===== src/rtl/trig_ctl_pkg.sv =====
// Shared encodings for the trigger controller: per-channel output modes,
// global edge qualification and the edge-qualify helper.
package trig_ctl_pkg;

  typedef enum logic [1:0] {
    MODE_TOGGLE = 2'b00,
    MODE_PULSE  = 2'b01,
    MODE_LEVEL  = 2'b10,
    MODE_HOLD   = 2'b11
  } mode_e;

  typedef enum logic [1:0] {
    EDGE_RISE = 2'b00,
    EDGE_FALL = 2'b01,
    EDGE_BOTH = 2'b10,
    EDGE_NONE = 2'b11
  } edge_sel_e;

  function automatic logic edge_qual(input logic [1:0] sel, input logic rise, input logic fall);
    logic q;
    q = 1'b0;
    case (sel)
      EDGE_RISE: q = rise;
      EDGE_FALL: q = fall;
      EDGE_BOTH: q = rise | fall;
      default:   q = 1'b0;
    endcase
    return q;
  endfunction

endpackage


===== src/rtl/trig_ctl_if.sv =====
// Trigger-controller bus: asynchronous trigger inputs, configuration, clear,
// and the registered per-channel control/strobe outputs.
interface trig_ctl_if #(
  parameter int unsigned CH = 4
);
  logic [CH-1:0]   si;
  logic [2*CH-1:0] mode;
  logic [1:0]      edge_sel;
  logic            clr;
  logic [CH-1:0]   csen;
  logic [CH-1:0]   evt;

  modport master (output si, mode, edge_sel, clr, input csen, evt);
  modport slave  (input si, mode, edge_sel, clr, output csen, evt);
endinterface


===== src/rtl/trig_ctl_chan.sv =====
// One trigger channel: 2-FF sync, optional debounce (TRIG_CTL_DEBOUNCE_EN),
// edge detect, mode-dependent control output and retriggerable pulse counter.
module trig_ctl_chan
  import trig_ctl_pkg::*;
#(
  parameter int unsigned DEB_CNT   = 8,
  parameter int unsigned PULSE_LEN = 16
) (
  input  logic       clk_i,
  input  logic       rst_ni,
  input  logic       si_i,
  input  logic [1:0] mode_i,
  input  logic [1:0] edge_sel_i,
  input  logic       clr_i,
  output logic       csen_o,
  output logic       evt_o
);

  localparam int unsigned PW = $clog2(PULSE_LEN + 1);

  logic          s1_q, s2_q, p_q, f;
  logic          rise, fall, qual;
  logic          csen_d, csen_q, evt_d, evt_q;
  logic [PW-1:0] cnt_d, cnt_q;

`ifdef TRIG_CTL_DEBOUNCE_EN
  localparam int unsigned DW = $clog2(DEB_CNT + 1);

  logic          f_d, f_q;
  logic [DW-1:0] deb_d, deb_q;

  // Any cycle where s2 agrees with f restarts the stability count.
  always_comb begin
    f_d   = f_q;
    deb_d = '0;
    if (s2_q != f_q) begin
      if (deb_q == DW'(DEB_CNT - 1)) begin
        f_d = s2_q;
      end else begin
        deb_d = deb_q + 1'b1;
      end
    end
  end

  always_ff @(posedge clk_i or negedge rst_ni) begin
    if (!rst_ni) begin
      f_q   <= 1'b0;
      deb_q <= '0;
    end else begin
      f_q   <= f_d;
      deb_q <= deb_d;
    end
  end

  assign f = f_q;
`else
  assign f = s2_q;
`endif

  assign rise = f & ~p_q;
  assign fall = ~f & p_q;
  assign qual = edge_qual(edge_sel_i, rise, fall);

  always_comb begin
    csen_d = csen_q;
    cnt_d  = '0;
    evt_d  = qual;
    case (mode_i)
      MODE_TOGGLE: if (qual) csen_d = ~csen_q;
      MODE_PULSE: begin
        cnt_d = cnt_q;
        if (qual) begin
          cnt_d  = PW'(PULSE_LEN);
          csen_d = 1'b1;
        end else if (cnt_q != '0) begin
          // Drop on the cycle the counter reaches zero: high PULSE_LEN cycles.
          cnt_d  = cnt_q - 1'b1;
          csen_d = (cnt_q > PW'(1));
        end
      end
      MODE_LEVEL:  csen_d = f;
      default:     csen_d = csen_q;
    endcase
    if (clr_i) begin
      csen_d = 1'b0;
      evt_d  = 1'b0;
      cnt_d  = '0;
    end
  end

  always_ff @(posedge clk_i or negedge rst_ni) begin
    if (!rst_ni) begin
      s1_q   <= 1'b0;
      s2_q   <= 1'b0;
      p_q    <= 1'b0;
      csen_q <= 1'b0;
      evt_q  <= 1'b0;
      cnt_q  <= '0;
    end else begin
      s1_q   <= si_i;
      s2_q   <= s1_q;
      p_q    <= f;
      csen_q <= csen_d;
      evt_q  <= evt_d;
      cnt_q  <= cnt_d;
    end
  end

  assign csen_o = csen_q;
  assign evt_o  = evt_q;

endmodule


===== src/rtl/trig_ctl.sv =====
// Multi-channel trigger controller top: CH independent trig_ctl_chan slices.
// Optional input debounce is enabled by defining TRIG_CTL_DEBOUNCE_EN.
module trig_ctl
  import trig_ctl_pkg::*;
#(
  parameter int unsigned CH        = 4,
  parameter int unsigned DEB_CNT   = 8,
  parameter int unsigned PULSE_LEN = 16
) (
  input logic          clk24m,
  input logic          rst_n,
  trig_ctl_if.slave    bus
);

  if (CH < 1 || CH > 16 || DEB_CNT < 1 || DEB_CNT > 255 ||
      PULSE_LEN < 1 || PULSE_LEN > 65535) begin : g_bad_param
    $error("trig_ctl: parameter out of range");
  end

  logic [CH-1:0] csen;
  logic [CH-1:0] evt;

  for (genvar i = 0; i < CH; i++) begin : g_chan
    trig_ctl_chan #(
      .DEB_CNT   (DEB_CNT),
      .PULSE_LEN (PULSE_LEN)
    ) u_chan (
      .clk_i      (clk24m),
      .rst_ni     (rst_n),
      .si_i       (bus.si[i]),
      .mode_i     (bus.mode[2*i +: 2]),
      .edge_sel_i (bus.edge_sel),
      .clr_i      (bus.clr),
      .csen_o     (csen[i]),
      .evt_o      (evt[i])
    );
  end

  assign bus.csen = csen;
  assign bus.evt  = evt;

endmodule


===== src/flat_wrapper.sv =====
// flat-port wrapper written by rule: the top's interface ports become plain ports
module trig_ctl_flat import trig_ctl_pkg::*;
#(
  parameter int unsigned CH        = 4,
  parameter int unsigned DEB_CNT   = 8,
  parameter int unsigned PULSE_LEN = 16
)
  (clk24m, rst_n, bus_si, bus_mode, bus_edge_sel, bus_clr, bus_csen, bus_evt);
  trig_ctl_if #(.CH(CH)) bus_i ();
  input logic clk24m;
  input logic rst_n;
  input wire logic [$bits(bus_i.si)-1:0] bus_si;
  input wire logic [$bits(bus_i.mode)-1:0] bus_mode;
  input wire logic [$bits(bus_i.edge_sel)-1:0] bus_edge_sel;
  input wire logic [$bits(bus_i.clr)-1:0] bus_clr;
  output wire logic [$bits(bus_i.csen)-1:0] bus_csen;
  output wire logic [$bits(bus_i.evt)-1:0] bus_evt;
  assign bus_i.si = bus_si;
  assign bus_i.mode = bus_mode;
  assign bus_i.edge_sel = bus_edge_sel;
  assign bus_i.clr = bus_clr;
  assign bus_csen = bus_i.csen;
  assign bus_evt = bus_i.evt;
  trig_ctl #(.CH(CH), .DEB_CNT(DEB_CNT), .PULSE_LEN(PULSE_LEN)) u_core (.clk24m(clk24m), .rst_n(rst_n), .bus(bus_i));
endmodule

===== config.mk =====
export PLATFORM = sky130hd
export DESIGN_NAME = trig_ctl_flat
export DESIGN_NICKNAME = d
export VERILOG_FILES = /design/src/rtl/trig_ctl_pkg.sv /design/src/rtl/trig_ctl_if.sv /design/src/rtl/trig_ctl_chan.sv /design/src/rtl/trig_ctl.sv /design/src/flat_wrapper.sv
export SDC_FILE = /design/constraint.sdc
export NUM_CORES = 1
export LEC_CHECK = 0
export ABC_CLOCK_PERIOD_IN_PS = 2500
export BUFFER_PORTS_ARGS = -buffer_cell sky130_fd_sc_hd__buf_2
export CORE_ASPECT_RATIO = 1.75
export CORE_MARGIN = 3
export CORE_UTILIZATION = 30
export CTS_BUF_LIST = sky130_fd_sc_hd__clkbuf_4
export CTS_CLUSTER_SIZE = 10
export DETAILED_ROUTE_END_ITERATION = 10
export PLACE_DENSITY = 0.46
export SYNTH_ARGS = -nofsm -noshare
export SYNTH_HDL_FRONTEND = slang
export SYNTH_SLANG_ARGS = --single-unit

===== constraint.sdc =====
create_clock -name clk24m -period 2.5 [get_ports clk24m]
set_clock_uncertainty 0.05 [all_clocks]
set_input_delay 0.75 -clock clk24m [delete_from_list [all_inputs] [get_ports clk24m]]
set_output_delay 0.75 -clock clk24m [all_outputs]
set_load 0.02 [all_outputs]

# Word level (Yosys, flattened, before mapping)

Cells that the tools add are included.

Memory bits (read-only): 0
Latch bits: 0
Register bits: 40
Memories: 0
RAM bits: 0
Output and inout port bits: 8
Input port bits: 17
Logic and storage cells: 135

Div/mod/pow operators: 0
Shift-type cells: 0
Equal/unequal tests: 18
Multipliers: 0
Reductions and logical operators: 17
$lt $le $gt $ge: 4
Bitwise operators: 24
Mux-type cells: 44
Add/subtract/negate cells: 4

Operators with widths:

| kind                  | count |
|---|---|
| $mux W5               | 16 |
| $pmux W1 S3           | 8 |
| $gt A5 B1 Y1 const B  | 4 |
| $mux W1               | 20 |
| $reduce_bool A5 Y1    | 4 |
| $sub A5 B1 Y5 const B | 4 |
| $ne A4 B4 Y1 const B  | 4 |
| $reduce_bool A4 Y1    | 4 |
| $ne A3 B3 Y1 const B  | 4 |
| $not A1 Y1            | 12 |
| $reduce_and A3 Y1     | 4 |
| $eq A2 B1 Y1 const B  | 5 |
| $eq A2 B2 Y1 const B  | 5 |
| $logic_not A2 Y1      | 5 |
| $and A1 B1 Y1         | 8 |
| $or A1 B1 Y1          | 4 |

# Depth between registers and ports, before layout

Gate-level depths: netlist (run 1).

Depth in word-level cells: 7
Mapped depth: 6
Gate-level depth less buffers: 6

# Hierarchy

Synthesis (run 1) repeated with hierarchy kept, for this count alone.

Cells, all modules: 236
Area total of the unflattened synthesis: 2387.3 sq um

Modules (own cells, without submodules):

| module                                      | cells each | times used | sequential area each (sq um) | area an instance (sq um) |
|---|---|---|---|---|
| trig_ctl_chan (u_core.g_chan[1].u_chan ...) | 59         | 3          | 250.2                        | 601.8 |
| trig_ctl_chan (u_core.g_chan[0].u_chan)     | 59         | 1          | 250.2                        | 581.8 |

# Worst setup path after synthesis (run 1)

OpenSTA, ideal clock, no wires.

Kind: input port to flip-flop
From: input port bus_mode[6]
To: register u_core.g_chan[3].u_chan.csen_q
Library setup time: 96 ps
Arrival time: 1820 ps
Required time: 2354 ps
Slack: 535 ps
Buffers on the path: 0
Stages on the path: 6
Path through: inv_1 > ha_1 > nor2_1 > a211o_1 > a31o_1 > o32ai_2

Word-level cells in the longest chain between the ends: 3
Elaborated cells on any way between the ends: 9
Classes of those cells: 4 x eq/ne; 2 x mux; 3 x reduce/logical

RTL lines:

| item                                                   | line                 | source |
|---|---|---|
| start: declaration                                     | flat_wrapper.sv:13   | `input wire logic [$bits(bus_i.mode)-1:0] bus_mode;` |
| $eq A2 B1 Y1, or another cell as far along             | trig_ctl_chan.sv:68  | `case (mode_i)` |
| $ne A4 B4 Y1 (no line), or another cell as far along   | -                    |  |
| $reduce_and A3 Y1 (no line) or $mux W1 (tied branches) | -                    |  |
| end signal: assignment                                 | trig_ctl_chan.sv:103 | `csen_q <= csen_d;` |
| end: declaration                                       | trig_ctl_chan.sv:23  | `logic csen_d, csen_q, evt_d, evt_q;` |

Parallel ways exist; a longest one is shown, timed or not.
A chain may end at the register's enable or synchronous reset.

# Worst setup path in the final report (run 1)

From: register u_core.g_chan[0].u_chan.cnt_q[0]
To: register u_core.g_chan[0].u_chan.csen_q

Word-level cells in the longest chain between the ends: 5
Elaborated cells on any way between the ends: 8
Classes of those cells: 1 x order compare; 1 x eq/ne; 4 x mux; 2 x reduce/logical

RTL lines:

| item                     | line                 | source |
|---|---|---|
| start: declaration       | trig_ctl_chan.sv:24  | `logic [PW-1:0] cnt_d, cnt_q;` |
| start signal: assignment | trig_ctl_chan.sv:105 | `cnt_q <= cnt_d;` |
| $gt A5 B1 Y1             | trig_ctl_chan.sv:78  | `csen_d = (cnt_q > PW'(1));` |
| $mux W1                  | trig_ctl_chan.sv:75  | `end else if (cnt_q != '0) begin` |
| $mux W1                  | trig_ctl_chan.sv:72  | `if (qual) begin` |
| $pmux W1 S3              | trig_ctl_chan.sv:68  |  |
| $mux W1                  | trig_ctl_chan.sv:84  | `if (clr_i) begin` |
| end signal: assignment   | trig_ctl_chan.sv:103 |  |
| end: declaration         | trig_ctl_chan.sv:23  |  |

Parallel ways exist; a longest one is shown, timed or not. The select of a mux whose other input is x is not followed.

==> results of run 1 <==
cell usage after synthesis (3+ instances only):
cell type  instances  area [µm²]
nand2b_1           4        25.0
nor4_1             5        31.3
buf_4              8        60.1
o32ai_2            3        48.8
nand3_1            4        20.0
nor2_1            29         109
dfrtp_1           40        1000
xnor2_1            8        70.1
inv_1             34         128
a211oi_1           3        22.5
nand2_1           13        48.8
nor3_1            12        60.1
o31ai_1            5        37.5
a21oi_1           20         100
ha_1              28         350
a211o_1            4        35.0
nor4b_4            4        95.1
final cells by class:
cell class / count / area (µm²) / area share (%)
Clock buffer: 5 / 37.5 / 1.38
Clock inverter: 3 / 37.5 / 1.38
Inverter: 35 / 131 / 4.82
Multi-Input combinational cell: 164 / 1260 / 46.4
Sequential cell: 40 / 1000 / 36.7
Tap cell: 90 / 113 / 4.13
Timing Repair Buffer: 25 / 140 / 5.14
flip-flops by register name, summed over array words and instances (netlist names):
| name | count |
|---|---|
| u_core.g_chan.u_chan.cnt_q | 20 |
| u_core.g_chan.u_chan.csen_o | 4 |
| u_core.g_chan.u_chan.evt_o | 4 |
| u_core.g_chan.u_chan.f | 4 |
| u_core.g_chan.u_chan.p_q | 4 |
| u_core.g_chan.u_chan.s1_q | 4 |
worst max-delay path by stage:
stage / cells after the start / slack (ns) / startpoint / end
6_report: 6 / 0.71 / u_core.g_chan[0].u_chan.cnt_q[0] / u_core.g_chan[0].u_chan.csen_o
3_5_place_dp: 7 / 0.34 / bus_mode[6] / u_core.g_chan[3].u_chan.csen_o
2_1_floorplan: 6 / 0.53 / bus_mode[6] / u_core.g_chan[3].u_chan.csen_o
5_1_grt: 6 / 0.51 / u_core.g_chan[0].u_chan.cnt_q[0] / u_core.g_chan[0].u_chan.csen_o
4_1_cts: 6 / 0.70 / u_core.g_chan[0].u_chan.cnt_q[0] / u_core.g_chan[0].u_chan.csen_o
3_3_place_gp: 7 / 0.39 / bus_mode[6] / u_core.g_chan[3].u_chan.csen_o
stage by stage:
stage | cell area, µm² | instances
finish | 2730 | 362
global route | 2730 | 362
CTS | 2730 | 362
detailed placement | 2650 | 354
global placement | 2650 | 354
floorplan | 2470 | 249
per-layer routing:
metal	vias up	GRT usage, %	share of wire, %
met3	6	2.56	2.9
li1	893	-	-
met5	-	0	0
met2	23	21.0	57
met1	834	12.3	38
met4	0	5.03	2.0
power by group through the flow:
stage	Sequential [W]	Combinational, W	Clock (W)
6_report	0.000689	0.000240	0.000424
5_1_grt	0.000694	0.000272	0.000480
4_1_cts	0.000691	0.000246	0.000453
3_5_place_dp	0.000703	0.000244	0
3_3_place_gp	0.000703	0.000243	0
2_1_floorplan	0.000697	0.000187	0
worst max-delay path: stages, from the launching register on:
cell and delay, ns:
dfrtp_1 0.44, inv_1 0.10, ha_1 0.18, nor4b_4 0.38, a211oi_1 0.18, o31ai_1 0.23
o32ai_1 0.12
cells by family after synthesis:
logic type               count (synthesis)
adder cells (fa/ha/maj)                 28
AO/OA/AOI/OAI                           50
flip-flops                              40
AND/OR/NAND/NOR                         78
buffers and inverters                   45
XOR/XNOR                                 8
==> flow_metrics.py, run 1 <==
metrics = {
    "route": {
        "drt_iter0_drc": 45,
        "drc": 0,
        "first_pass_iters": 4,
        "vias_per_cell": 4.85,
        "vias": 1756,
        "drt-wirelength-per-cell_um": 13.2,
        "drtAntennaViolNets": 0,
        "totalWireLength_um": 4770,
    },
    "global_routing": {
        "grt_pass1_vias": 1846,
        "grt-ovfl-total": 0,
        "antenna_found_initial": 0,
        "track_usage_pct": 11.6,
        "grt_pass1_wl_um": 8410,
        "grt_max_degree": 24,
    },
    "place": {
        "hpwl_um": 3760,
        "portBuffers": 24,
        "dp_worst_setup_slack_ns": 0.341,
        "gp_congestion": 0.763,
    },
    "die": {
        "dieArea_um2": 9410,
        "die_h_um": 126,
        "io_pins": 25,
        "start_util_pct": 31.1,
        "row_count": 43,
        "die_width_um": 74.6,
        "core_um2": 7960,
    },
    "clock_network": {
        "cts_buffers": 5,
        "cts.sinks": 40,
        "clk_pin_slew_worst_paths_ns": 0.13,
        "cts-htree-levels": 2,
        "root_buffer": "clkbuf_4",
        "clk_latency_ns": 0.35,
        "clockBufferDepth": 2,
        "cts_tree": "built",
        "cts_hold_buffers": 0,
        "cts_resized": 0,
        "post_cts_buffers": 0,
    },
    "synth": {
        "synth.distinct_cells": 37,
        "ys.flop_type": "dfrtp_1",
        "synth_seq_cells": 40,
        "syn_area_per_cell_um2": 9.93,
        "synthArstFlopShare_pct": 100,
        "synth_top_family_by_area": "simple AND/OR/NAND/NOR gates",
        "syn_inst": 249,
        "seq_area_frac_synth_pct": 40.5,
        "synth-edff-count": 0,
        "synth_xor_area_share_pct": 2.83,
        "synth-simple-area-share_pct": 17.9,
        "synth_compound_area_share_pct": 16.2,
        "muxShareOfSynthArea_pct": 0,
        "synthAdderAreaFrac_pct": 14.2,
        "synth.net_count": 294,
        "yosys_warnings": 0,
        "synth_area_um2": 2470,
    },
    "final_layout": {
        "area_growth_pct": 10.2,
        "diodes": 0,
        "nets": 316,
        "mostFrequentLayoutCell": "dfrtp_1",
        "n_fill_cell": 835,
        "final_core_util_pct": 34.2,
        "drive_gt1_share_pct": 15.4,
        "mostFrequentLayoutCells": "40 x dfrtp_1, 34 x inv_1, 29 x nor2_1",
    },
    "pwr": {
        "internal_power_w": 0.000977,
        "p_leak_nw": 1.38,
        "irDropWorstVdd_mv": 0.299,
        "power_density_nw_per_um2": 497,
        "finalPower_w": 0.00135,
        "sw_frac_of_total_pct": 27.8,
        "seq_power_share_pct": 50.9,
        "switchingPower_w": 0.000376,
        "power_frac_clock_pct": 31.4,
        "power_frac_comb_pct": 17.7,
    },
    "sta": {
        "setup_tns_ns": 0,
        "relSlewSlack_pct": 70.1,
        "rsz0062_at_grt": "false",
        "maxSlewViolCount": 0,
        "timing.final.ws_setup_ns": 0.709,
        "fmaxAchievable_mhz": 558,
        "worst_hold_slack_ns": 0.266,
        "tightestPinTransition_ns": 0.448,
        "hold_viol": 0,
        "period_needed_ns": 1.79,
        "setup_viol": 0,
        "post-route-period-util_pct": 71.6,
    },
    "setup_path": {
        "worst_r2r_path_depth": 6,
        "cp_max_fo": 6,
        "worstPathRequired_ns": 2.69,
        "endpoint_kind": "flip-flop",
        "r2r_setup_slack_ns": 0.71,
        "reg2reg_to": "u_core.g_chan[0].u_chan.csen_o",
        "crit_type": "flip-flop to flip-flop",
        "rr_startpoint": "u_core.g_chan[0].u_chan.cnt_q[0]",
        "cp.arrival_ns": 1.98,
        "start_kind": "flip-flop",
    },
    "run": {
        "drv_cap": 0,
    },
    "min_path": {
        "hp-class": "input port to async pin",
    },
    "status": {
        "status": "finished clean",
    },
}
Note: power is estimated with default switching activity, not from simulation.
==> inputs of run 2 (changes only) <==
Settings changed: ABC_AREA set to 1, ABC_CLOCK_PERIOD_IN_PS 2500 to 1700.
Clock period 2.5 ns to 1.7 ns, I/O delays scaled along.
==> run 2 against run 1 <==
Compared with the run above:
- synthesized cell count grew 20%
- final cell count grew 17%
- first-iteration DRC count grew 91%
- register-to-register slack worse by 0.54 ns
- non-clock buffer count increased by 11
- global-route usage up 0.11 points
- combinational power grew 48%
- sequential power up 49%
- via count grew 10%
- sequential share of layout area shrank 0.45 points
- clock power grew 24%
- critical path type is now flip-flop to primary output
- largest power group unchanged
- highest routed layer unchanged
==> flow_metrics.py, run 2 <==
metrics = {
    "status": {
        "status": "finished clean",
    },
    "sta": {
        "timing.final.ws_setup_ns": 0.161,
        "fmaxAchievable_mhz": 650,
        "period_needed_ns": 1.54,
        "rsz0062_at_grt": "true",
        "relSlewSlack_pct": 78.0,
        "setup_tns_ns": 0,
        "tightestPinTransition_ns": 0.329,
        "hold_viol": 0,
        "post-route-period-util_pct": 90.5,
        "setup_viol": 0,
        "maxSlewViolCount": 0,
    },
    "setup_path": {
        "crit_type": "flip-flop to primary output",
        "endpoint_kind": "primary output",
        "worstPathRequired_ns": 1.14,
        "start_kind": "flip-flop",
        "crit_chain": "buf_2",
        "critPathTopFamily": "flip-flops",
        "cp_max_fo": 3,
        "worst-path-buf-inv": 1,
        "cp.arrival_ns": 0.98,
        "cpPeakStageDelay_ns": 0.44,
        "cp_slowest_cell": "dfrtp_1",
    },
    "global_routing": {
        "grt_max_degree": 41,
        "grt_pass1_vias": 1984,
        "grt-ovfl-total": 0,
        "antenna_found_initial": 1,
        "track_usage_pct": 11.7,
        "grt_pass1_wl_um": 8460,
    },
    "pwr": {
        "irDropWorstVdd_mv": 0.242,
        "p_leak_nw": 1.53,
        "power_density_nw_per_um2": 692,
    },
    "die": {
        "core_um2": 7720,
        "row_count": 42,
        "dieArea_um2": 9220,
        "io_pins": 25,
        "die_width_um": 73.9,
        "die_h_um": 125,
        "start_util_pct": 31.3,
    },
    "synth": {
        "synthAdderAreaFrac_pct": 14.5,
        "syn_area_per_cell_um2": 8.12,
        "syn_inst": 298,
        "synth_xor_area_share_pct": 1.45,
        "synth.distinct_cells": 21,
        "synth_compound_area_share_pct": 9.20,
        "synth.net_count": 343,
        "synth_commonest_cells": "57 x inv_1, 53 x nand2_1, 40 x dfrtp_1, 34 x nor2_1, 28 x ha_1",
        "synth-simple-area-share_pct": 22.0,
        "synth_area_um2": 2420,
        "synth_seq_cells": 40,
        "synthArstFlopShare_pct": 100,
        "muxShareOfSynthArea_pct": 0,
        "seq_area_frac_synth_pct": 41.4,
        "synth_top_family_by_area": "simple AND/OR/NAND/NOR gates",
        "yosys.area.top_type": "dfrtp_1",
        "yosys_warnings": 0,
        "synth_area_leaders": "dfrtp_1 41%, ha_1 14%, inv_1 8.8%",
        "yosysMostFrequentCell": "inv_1",
        "ys.flop_type": "dfrtp_1",
        "synth_top_area_share_pct": 41.4,
        "synth-edff-count": 0,
    },
    "place": {
        "gp_congestion": 0.749,
        "dp_worst_setup_slack_ns": -0.0553,
        "hpwl_um": 3620,
        "portBuffers": 24,
        "dpl_cell_area_um2": 2690,
    },
    "clock_network": {
        "cts_buffers": 5,
        "cts.sinks": 40,
        "root_buffer": "clkbuf_4",
        "clk_pin_slew_worst_paths_ns": 0.14,
        "cts-htree-levels": 2,
        "clk_latency_ns": 0.36,
        "clockBufferDepth": 2,
        "cts_tree": "built",
        "post_cts_buffers": 0,
        "cts_hold_buffers": 0,
    },
    "route": {
        "vias": 1937,
        "totalWireLength_um": 4700,
        "drtAntennaViolNets": 0,
        "vias_per_cell": 4.59,
        "first_pass_iters": 4,
        "drc": 0,
        "drt-wirelength-per-cell_um": 11.1,
        "drt_iter0_drc": 86,
    },
    "final_layout": {
        "mostFrequentLayoutCells": "57 x inv_1, 53 x nand2_1, 40 x dfrtp_1",
        "final_cell_area_um2": 2760,
        "nets": 377,
        "area_growth_pct": 14.0,
        "mostFrequentLayoutCell": "inv_1",
        "largest_register_ffs": 20,
        "largest-register": "u_core.g_chan.u_chan.cnt_q",
        "final_core_util_pct": 35.7,
        "drive_gt1_share_pct": 15.0,
    },
    "run": {
        "drv_cap": 0,
    },
    "min_path": {
        "hp-class": "input port to async pin",
    },
}
[run 2: cell count changes after synthesis, moves of 5 or more]
cell     before  now
inv_1        34   57
nand2_1      13   53
nand3_1       4   14
nand4_1       0    7
nor2_1       29   34
nor3_1       12    5
nor4_1        5    0
o21ai_0       0    5
xnor2_1       8    2
[run 2: path summary, 6_finish.rpt]
check / from / endpoint / cells after the start / slack, ns
max: u_core.g_chan[0].u_chan.csen_o / bus_csen[0] / 1 / 0.16
min: rst_n / u_core.g_chan[0].u_chan.s1_q / 2 / 0.05
max reg2reg: u_core.g_chan[3].u_chan.f / u_core.g_chan[3].u_chan.csen_o / 8 / 0.17
min reg2reg: u_core.g_chan[2].u_chan.s1_q / u_core.g_chan[2].u_chan.f / 0 / 0.31
max in group asynchronous: rst_n / u_core.g_chan[3].u_chan.cnt_q[1] / 2 / 1.34
min in group clk24m: bus_si[3] / u_core.g_chan[3].u_chan.s1_q / 1 / 0.19
[run 2: cell families after synthesis]
family / count (synthesis)
compound gates: 39
flops: 40
buf+inv: 66
fa+ha+maj: 28
simple gates: 121
xor+xnor: 4
[run 2: stage by stage]
step | total power, W | std cells | hold WS, ns
6_report | 0.00191 | 422 | 0.0464
4_1_cts | 0.00195 | 421 | 0.0302
2_1_floorplan | 0.00129 | 298 | 0.164
3_5_place_dp | 0.00141 | 413 | 0.287
3_3_place_gp | 0.00140 | 413 | 0.281
5_1_grt | 0.00204 | 422 | 0.0462
[run 2: repair_timing]
| action | in CTS | in global routing |
|---|---|---|
| resized for setup | 0 | 3 |
| setup endpoints to repair | 0 | 4 |
| endpoints found under the hold margin | 0 | 0 |
[run 2: layout make-up]
cell class | count | area [µm²]
sequential | 40 | 1000
inverter | 57 | 214
clock inverter | 1 | 3.75
tap | 88 | 110
fill | 834 | 4970
multi-input combinational | 192 | 1150
timing repair buffer | 36 | 223
antenna | 1 | 2.50
clock buffer | 7 | 52.6
[run 2: metal layers]
layer | routed length (µm) | track usage, % | part of all wire [%]
met1 | 1980 | 13.2 | 42
met2 | 2530 | 20.1 | 54
met3 | 127 | 2.50 | 2.7
met4 | 54 | 5.55 | 1.2
met5 | 0 | 0 | 0
[run 2: power by group]
group	internal (W)	switching (W)	total [W]
Combinational	0.000141	0.000214	0.000356
Sequential	0.000995	0.0000316	0.00103
Clock	0.000192	0.000336	0.000527
==> inputs of run 3 (changes only) <==
Settings changed: BUFFER_PORTS_ARGS -buffer_cell sky130_fd_sc_hd__buf_2 to unset, DONT_BUFFER_PORTS set to 1, PLACE_DENSITY 0.46 to 0.44.
==> run 3 against run 2 <==
Compared with the run above:
- critical endpoint is now u_core.g_chan[3].u_chan.csen_o
- register-to-register slack got worse by 0.02 ns
- critical path depth is 7 higher
- via count is 6.5% lower
- first-iteration DRC count shrank 35%
==> flow_metrics.py, run 3 (synthesis gave the netlist of run 2 again) <==
metrics = {
    "sta": {
        "rsz0062_at_grt": "false",
        "setup_tns_ns": 0,
        "relSlewSlack_pct": 81.3,
        "setup_viol": 0,
        "maxSlewViolCount": 0,
        "post-route-period-util_pct": 91.3,
        "hold_viol": 0,
        "fmaxAchievable_mhz": 644,
        "tightestPinTransition_ns": 0.280,
        "period_needed_ns": 1.55,
    },
    "pwr": {
        "sw_frac_of_total_pct": 30.0,
        "seq_power_share_pct": 56.9,
        "power_frac_comb_pct": 15.1,
        "internal_power_w": 0.00130,
        "p_leak_nw": 1.41,
        "switchingPower_w": 0.000557,
        "irDropWorstVdd_mv": 0.380,
        "power_density_nw_per_um2": 707,
        "power_frac_clock_pct": 28.0,
        "finalPower_w": 0.00185,
    },
    "final_layout": {
        "mostFrequentLayoutCell": "inv_1",
        "nets": 348,
        "largest_register_ffs": 20,
        "diodes": 0,
        "mostFrequentLayoutCells": "57 x inv_1, 53 x nand2_1, 40 x dfrtp_1",
        "drive_gt1_share_pct": 7.24,
        "final-seq-area_um2": 1000,
        "n_fill_cell": 811,
        "multi_input_area_um2": 1170,
        "area_growth_pct": 8.38,
        "largest-register": "u_core.g_chan.u_chan.cnt_q",
    },
    "route": {
        "first_pass_iters": 4,
        "drt_iter0_drc": 56,
        "drc": 0,
        "drtAntennaViolNets": 0,
        "vias_per_cell": 4.62,
        "totalWireLength_um": 4840,
        "vias": 1811,
        "drt-wirelength-per-cell_um": 12.3,
    },
    "clock_network": {
        "cts_buffers": 5,
        "root_buffer": "clkbuf_4",
        "cts_tree": "built",
        "cts.sinks": 40,
        "clk_latency_ns": 0.35,
        "clockBufferDepth": 2,
        "clk_pin_slew_worst_paths_ns": 0.12,
        "cts-htree-levels": 2,
    },
    "die": {
        "die_width_um": 73.9,
        "start_util_pct": 31.3,
        "row_count": 42,
        "dieArea_um2": 9220,
        "io_pins": 25,
        "die_h_um": 125,
        "core_um2": 7720,
    },
    "global_routing": {
        "grt_pass1_vias": 1855,
        "grt-ovfl-total": 0,
        "grt_max_degree": 41,
        "grt_pass1_wl_um": 8180,
        "antenna_found_initial": 0,
        "track_usage_pct": 11.6,
    },
    "setup_path": {
        "endpoint_kind": "flip-flop",
        "crit_type": "flip-flop to flip-flop",
        "worstPathRequired_ns": 1.91,
        "cp_max_fo": 5,
        "cp.arrival_ns": 1.76,
        "worst_r2r_path_depth": 8,
        "start_kind": "flip-flop",
    },
    "min_path": {
        "hp-class": "input port to flip-flop",
        "whs_path_depth": 0,
    },
    "place": {
        "hpwl_um": 3690,
        "portBuffers": 0,
        "gp_congestion": 0.746,
    },
    "status": {
        "status": "finished clean",
    },
    "run": {
        "drv_cap": 0,
    },
}
[run 3: what timing repair did]
item	4_1_cts	5_1_grt
setup buffers	0	2
gates resized for setup	0	6
hold buffers	2	0
endpoints found under the setup margin	0	5
hold endpoints to repair	40	0
[run 3: cell type report]
cell class	instances	share of cell area, %
sequential	40	38.2
multi-input combinational	192	44.5
timing repair buffer	7	2.86
inverter	57	8.16
clock buffer	7	2.00
clock inverter	1	0.143
tap	88	4.20
[run 3: path summary, 6_finish.rpt]
check                                        startpoint                               end  slack, ns
max                           u_core.g_chan[3].u_chan.f    u_core.g_chan[3].u_chan.csen_o       0.15
min reg2reg                u_core.g_chan[2].u_chan.s1_q         u_core.g_chan[2].u_chan.f       0.31
max in group asynchronous                         rst_n       u_core.g_chan[0].u_chan.p_q       0.83
max reg2reg                   u_core.g_chan[3].u_chan.f    u_core.g_chan[3].u_chan.csen_o       0.15
min                                           bus_si[2]      u_core.g_chan[2].u_chan.s1_q       0.11
min in group asynchronous                         rst_n  u_core.g_chan[2].u_chan.cnt_q[1]       0.57
[run 3: power by group through the flow]
stage / sequential (W) / clock [W] / combinational, W
2_1_floorplan: 0.00104 / 0 / 0.000253
3_3_place_gp: 0.00108 / 0 / 0.000243
3_5_place_dp: 0.00108 / 0 / 0.000242
4_1_cts: 0.00106 / 0.000552 / 0.000274
5_1_grt: 0.00106 / 0.000576 / 0.000331
6_report: 0.00106 / 0.000519 / 0.000280
[run 3: worst max-delay path, cell delays in order (launching register included)]
cell	delay [ns]
dfrtp_1	0.43
ha_1	0.27
nand3b_1	0.21
nand3_2	0.14
nand2_1	0.08
a21oi_2	0.13
inv_1	0.05
nand2_1	0.05
nand2_1	0.05
[run 3: routing by layer]
layer / vias to the layer above / track usage [%] / share of wire (%)
met2: 26 / 20.9 / 55
met5: - / 0 / 0
li1: 940 / - / -
met3: 7 / 3.39 / 4.7
met4: 0 / 5.44 / 2.5
met1: 838 / 11.5 / 38
[run 3: through the flow]
| stage | cell area [µm²] | util, % | hold WS (ns) | cells | worst slack, ns |
|---|---|---|---|---|---|
| after floorplan | 2420 | - | 0.164 | 298 | 0.198 |
| after detailed placement | 2490 | 32.2 | 0.166 | 380 | 0.0426 |
| after CTS | 2580 | 33.4 | 0.0829 | 390 | 0.0849 |
| after global routing | 2620 | 33.9 | 0.0730 | 392 | 0.0101 |
| after global placement | 2490 | 32.2 | 0.166 | 380 | 0.0746 |
| final | 2620 | 33.9 | 0.115 | 392 | 0.148 |
